$ cat config.mk
export PLATFORM = sky130hd
export DESIGN_NAME = seg_scan_ctrl
export DESIGN_NICKNAME = d
export VERILOG_FILES = /design/src/rtl/seg_scan_ctrl.sv
export SDC_FILE = /design/constraint.sdc
export NUM_CORES = 1
export LEC_CHECK = 0
export CAP_MARGIN = 0
export CORE_ASPECT_RATIO = 0.6
export CORE_MARGIN = 1
export CORE_UTILIZATION = 35
export CTS_CLUSTER_SIZE = 14
export DETAILED_ROUTE_END_ITERATION = 7
export PLACE_DENSITY = 0.52
export SLEW_MARGIN = 20
export SYNTH_ARGS = -nofsm -noshare
export SYNTH_HDL_FRONTEND = slang
export SYNTH_SLANG_ARGS = --single-unit
export TNS_END_PERCENT = 20
$ cat constraint.sdc
create_clock -name clk -period 7.55 [get_ports clk]
set_input_delay 1.51 -clock clk [delete_from_list [all_inputs] [get_ports clk]]
set_output_delay 1.51 -clock clk [all_outputs]
set_load 0.005 [all_outputs]
$ cat src/rtl/seg_scan_ctrl.sv
// Time-multiplexed scan controller for an N-digit common-anode 7-segment display.
// Optional build macro LEADING_ZERO_BLANK_EN darkens digits above the most-significant non-zero.
module seg_scan_ctrl #(
  parameter int unsigned N_DIGITS  = 8,
  parameter int unsigned DIGIT_CYC = 100_000,
  parameter int unsigned BLANK_CYC = 2_000
) (
  input  logic                  clk,
  input  logic                  rst_n,
  input  logic                  load,
  input  logic [4*N_DIGITS-1:0] data_in,
  input  logic [N_DIGITS-1:0]   dp_in,
  input  logic [N_DIGITS-1:0]   digit_en,
  output logic                  load_ack,
  output logic                  frame_done,
  output logic [N_DIGITS-1:0]   an,
  output logic [6:0]            seg,
  output logic                  dp
);

  localparam int unsigned IdxW = $clog2(N_DIGITS);
  localparam int unsigned CntW = $clog2(DIGIT_CYC);
  localparam logic [IdxW-1:0] LastIdx  = IdxW'(N_DIGITS - 1);
  localparam logic [CntW-1:0] CntMax   = CntW'(DIGIT_CYC - 1);
  localparam logic [CntW-1:0] BlankEnd = CntW'(BLANK_CYC - 1);

  typedef enum logic [0:0] {StBlank, StShow} state_e;

  state_e                r_state;
  logic [CntW-1:0]       r_presc;
  logic [IdxW-1:0]       r_idx;
  logic [4*N_DIGITS-1:0] r_active, r_shadow;
  logic [N_DIGITS-1:0]   r_active_dp, r_shadow_dp;
  logic                  r_pending;
  logic                  r_load_ack, r_frame_done, r_dp;
  logic [N_DIGITS-1:0]   r_an;
  logic [6:0]            r_seg;

  logic                  w_wrap, w_commit, w_dark, w_show_dp;
  logic [3:0]            w_nibble;
  logic [6:0]            w_seg;
  logic [N_DIGITS-1:0]   w_show_an;

  function automatic logic [6:0] hex7(input logic [3:0] h);
    unique case (h)
      4'h0: hex7 = 7'b0000001;
      4'h1: hex7 = 7'b1001111;
      4'h2: hex7 = 7'b0010010;
      4'h3: hex7 = 7'b0000110;
      4'h4: hex7 = 7'b1001100;
      4'h5: hex7 = 7'b0100100;
      4'h6: hex7 = 7'b0100000;
      4'h7: hex7 = 7'b0001111;
      4'h8: hex7 = 7'b0000000;
      4'h9: hex7 = 7'b0000100;
      4'hA: hex7 = 7'b0001000;
      4'hB: hex7 = 7'b1100000;
      4'hC: hex7 = 7'b0110001;
      4'hD: hex7 = 7'b1000010;
      4'hE: hex7 = 7'b0110000;
      default: hex7 = 7'b0111000;
    endcase
  endfunction

  assign w_wrap   = (r_presc == CntMax);
  assign w_commit = w_wrap && (r_idx == LastIdx);
  assign w_nibble = r_active[{r_idx, 2'b00} +: 4];
  assign w_seg    = hex7(w_nibble);

`ifdef LEADING_ZERO_BLANK_EN
  logic [N_DIGITS-1:0] w_keep;
  logic                w_acc;
  // A digit stays lit if it or any digit above it is non-zero; digit 0 always lit.
  always_comb begin
    w_acc  = 1'b0;
    w_keep = '0;
    for (int i = N_DIGITS - 1; i > 0; i--) begin
      w_acc     = w_acc | (|r_active[4*i +: 4]);
      w_keep[i] = w_acc;
    end
    w_keep[0] = 1'b1;
  end
  assign w_dark = ~w_keep[r_idx];
`else
  assign w_dark = 1'b0;
`endif

  assign w_show_an = (digit_en[r_idx] && !w_dark) ?
                     ~({{(N_DIGITS-1){1'b0}}, 1'b1} << r_idx) : '1;
  assign w_show_dp = ~r_active_dp[r_idx] | w_dark;

  always_ff @(posedge clk or negedge rst_n) begin
    if (!rst_n) begin
      r_state      <= StBlank;
      r_presc      <= '0;
      r_idx        <= '0;
      r_active     <= '0;
      r_shadow     <= '0;
      r_active_dp  <= '0;
      r_shadow_dp  <= '0;
      r_pending    <= 1'b0;
      r_load_ack   <= 1'b0;
      r_frame_done <= 1'b0;
      r_an         <= '1;
      r_seg        <= '1;
      r_dp         <= 1'b1;
    end else begin
      r_load_ack   <= 1'b0;
      r_frame_done <= w_commit;

      if (w_wrap) begin
        r_presc <= '0;
        r_idx   <= (r_idx == LastIdx) ? '0 : r_idx + 1'b1;
      end else begin
        r_presc <= r_presc + 1'b1;
      end

      unique case (r_state)
        StBlank: begin
          r_an  <= '1;
          r_seg <= '1;
          r_dp  <= 1'b1;
          if (r_presc == BlankEnd) r_state <= StShow;
        end
        default: begin
          r_an  <= w_show_an;
          r_seg <= w_seg;
          r_dp  <= w_show_dp;
          if (w_wrap) r_state <= StBlank;
        end
      endcase

      // A load landing on the commit cycle bypasses the shadow and wins over it.
      if (w_commit && load) begin
        r_active    <= data_in;
        r_active_dp <= dp_in;
        r_pending   <= 1'b0;
        r_load_ack  <= 1'b1;
      end else if (w_commit && r_pending) begin
        r_active    <= r_shadow;
        r_active_dp <= r_shadow_dp;
        r_pending   <= 1'b0;
        r_load_ack  <= 1'b1;
      end else if (load) begin
        r_shadow    <= data_in;
        r_shadow_dp <= dp_in;
        r_pending   <= 1'b1;
      end
    end
  end

  assign load_ack   = r_load_ack;
  assign frame_done = r_frame_done;
  assign an         = r_an;
  assign seg        = r_seg;
  assign dp         = r_dp;

endmodule
==> impl_results.md <==
- Period utilization: 43.26%
- DP Worst Slack: 3.836 ns
- Critical Path End Type: flop
- Buffering stage count on the worst path with inverters included: 4
- R2R Setup Slk: 4.33 ns
- Core outline area: 14760 sq um
- Skew-Pair Late Insertion Delay: 0.41 ns
- Num CTS Buffers: 17
- Sink Count: 120
- Syn Inst Count: 468
- Synthesized flop and latch total: 120
- Fmax: 306.1 MHz
- Final core occ: 46.95%
- Die ar.: 15950 sq um
- Htree depth: 4
- Post-CTS Resized: 0
- Average size of a mapped cell: 11.54 sq um
- Met3 WL post-DR: 606 um
- Clock skew: 0.008369 ns
- Reg clk slew, reported paths: 0.05 ns
- CP peak stage delay: 0.58 ns
- Residual DRC: 0
- I/O Pins: 69
- Slowest stage cell, crit path: nor2_4
- Unrepaired setup endpoints after global routing: false
- I/O Buffers: 68
- Worst Hold Path EP: r_presc[0]$_DFF_PN0_
- Routed via count: 3795
- Final hold viol count: 0
- Worst Path Required: 7.84 ns
- Final setup vio count: 0
- M1 WL: 6.368 mm
- WL final: 12.12 mm
- Setup WS post-layout: 4.284 ns
- TritonRoute pass-1 iters: 5
- Hold_buf cts: 0
- Worst setup SP type: input port
- Post-DP HPWL: 8.115 mm
- Top routing layer in use: met4
- CTS tree: done
- Seq/Total Area, Yosys: 55.98%
- Pwr dens: 246.1 nW/um^2
- Syn_nets: 532
- Worst hold margin: 0.4606 ns
- Vias in the first global route: 3864
- Fin Setup TNS: 0 ns
- First-pass GRT wire length: 20.16 mm
- Worst hold start: r_presc[0]$_DFF_PN0_
- Setup Buffers After CTS: 0
- CP top delay family: buffers and inverters
- Maximum number of pins on one net before global-route repair: 82
- DR WL met2: 5.043 mm
- Minimum clock period: 3.266 ns
- CP cell instances: clkdlybuf4s50_1 -> clkinv_1 -> buf_4 -> nor2_4 -> buf_16 -> mux2_2
- # nets final: 595
- Area of the mapped netlist: 5400 sq um
- Yosys warnings: 0
- Root Driver: clkbuf_16
- Area growth from synthesis to layout: 28.34%
- Hold Crit Class: flop to flop
- DR WL/cell: 16.33 um
- Hold depth: 1
- Routed vias/inst: 5.115
- Post-DRT Antenna Nets: 0
- GRT overflow: 0
- Die height: 98.22 um
- Layout cells sized above 1: 20.96%
- Antenna fix cells: 0
- FF-to-FF path depth: 9
- Max FO, Critical Path: 42
- Detailed Route Iter0 Violations: 158
- Slew HR: 30.50%
- Pleak: 2.866 nW
- Tot GR Track Use: 16.38%
- Clock buffer depth: 2
- Least-Margin Pin Slew: 1.013 ns
- # rows: 34
- Unique masters post-synth: 43
- Initial antenna violation count: 0
- Routability cong.: 0.8192
- Starting density of the core: 36.58%
- Critical path class: input port to flop
- Die Width: 162.4 um
- FF-to-FF Start: r_idx[0]$_DFFE_PN0N_
- Worst vdd ir: 0.0001236 V
- Worst EP arrival: 3.55 ns
- Max_cap viols: 0
- Worst R2R End: seg[3]$_DFF_PN1_
- Status: completed
- Max-slew violation count: 0
Yosys cell counts (all sizes together):
cell	number	area share [%]
a31oi	3	0.35
xnor2	7	1.1
or4	3	0.49
o21a	1	0.14
or2	1	0.12
dfstp	16	7.8
a2111oi	1	0.16
nor3	5	0.56
xor2	7	1.1
o221ai	1	0.16
o21ai	50	4.6
o311ai	1	0.16
clkinv	2	0.14
nor4	2	0.23
nand2	55	3.8
buf	12	1.2
nor2b	2	0.23
nand3	13	1.2
o211ai	1	0.14
mux2i	8	1.5
o22ai	41	4.7
nor2	18	1.3
nand2b	1	0.12
ha	13	3.0
and4	2	0.32
or3	1	0.12
a22o	1	0.16
mux4	10	4.2
nand4	5	0.58
inv	11	0.76
and3	1	0.12
dfrtp	104	48
nand4b	1	0.16
a21oi	3	0.28
clkbuf	18	1.3
and2	3	0.35
mux2	43	9.0
nor4bb	1	0.19
registers in the layout, indices dropped and copies added (netlist names):
| register | count |
|---|---|
| an | 8 |
| r_idx | 3 |
| dp | 1 |
| r_shadow | 32 |
| r_pending | 1 |
| r_shadow_dp | 8 |
| r_active | 32 |
| frame_done | 1 |
| load_ack | 1 |
| seg | 7 |
| r_active_dp | 8 |
| r_presc | 17 |
| r_state | 1 |
cell type report:
class / instances / area [sq um]
clock buffers: 18 / 429.2
clock inverters: 14 / 224.0
fillers: 1306 / 7831
inverters: 13 / 48.80
multi-input cells: 305 / 2215
flip-flops and latches: 120 / 3023
well taps: 198 / 247.7
repair buffers: 74 / 743.2
layer usage:
metal  GRT usage (%)  vias to the layer above
li1                -                     1809
met1           24.66                     1878
met2           22.85                       97
met3           3.951                       11
met4           5.298                        0
met5               0                        -
cell families (layout without fill, tap and decap cells):
logic type               Yosys count  after routing  share of synthesized area (%)
AO/OA/AOI/OAI                    103            103                          10.94
flip-flops                       120            120                          55.98
AND/OR/NAND/NOR                  114            114                          9.847
XOR/XNOR                          14             14                          2.271
multiplexers                      61             61                          14.62
adder cells (fa/ha/maj)           13             13                          3.012
buffers and inverters             43            119                          3.336
report_power, final:
part           total, W  switching, W  internal (W)  leakage, nW
Sequential     0.000693     0.0000162      0.000676         1.48
Clock          0.000892      0.000303      0.000588        0.303
Combinational  0.000121     0.0000557     0.0000652         1.08
Total           0.00171      0.000375       0.00133         2.87
worst max path at each step:
stage,depth (start not counted),startpoint,to,slack [ns]
6_report,6,load,r_shadow[2]$_DFFE_PN0P_,4.28
5_1_grt,9,r_idx[0]$_DFFE_PN0N_,seg[3]$_DFF_PN1_,4.09
4_1_cts,6,load,r_shadow[15]$_DFFE_PN0P_,4.26
3_5_place_dp,6,load,r_shadow[15]$_DFFE_PN0P_,3.84
3_3_place_gp,5,load,r_shadow_dp[3]$_DFFE_PN0P_,3.62
2_1_floorplan,10,r_idx[0]$_DFFE_PN0N_,seg[3]$_DFF_PN1_,4.71
cell usage in the layout, fill, tap and decap left out, types with 11 or more instances in the layout:
cell	netlist	layout
ha_1	13	13
o21ai_1	40	40
o22ai_1	41	41
dfrtp_1	104	104
mux2_2	43	43
nand2_1	55	55
nand3_1	13	13
clkbuf_16	0	17
clkdlybuf4s50_1	0	67
nor2_1	18	16
dfstp_2	16	16
inv_1	11	11
per-stage QoR:
stage | instance area, sq um | total power (W) | instances
2_1_floorplan | 5400 | 0.0007625 | 468
3_3_place_gp | 6247 | 0.0008201 | 709
3_5_place_dp | 6275 | 0.0008264 | 710
4_1_cts | 6928 | 0.001722 | 742
5_1_grt | 6930 | 0.001770 | 742
6_report | 6930 | 0.001705 | 742
(Power assumes the default switching activity.)
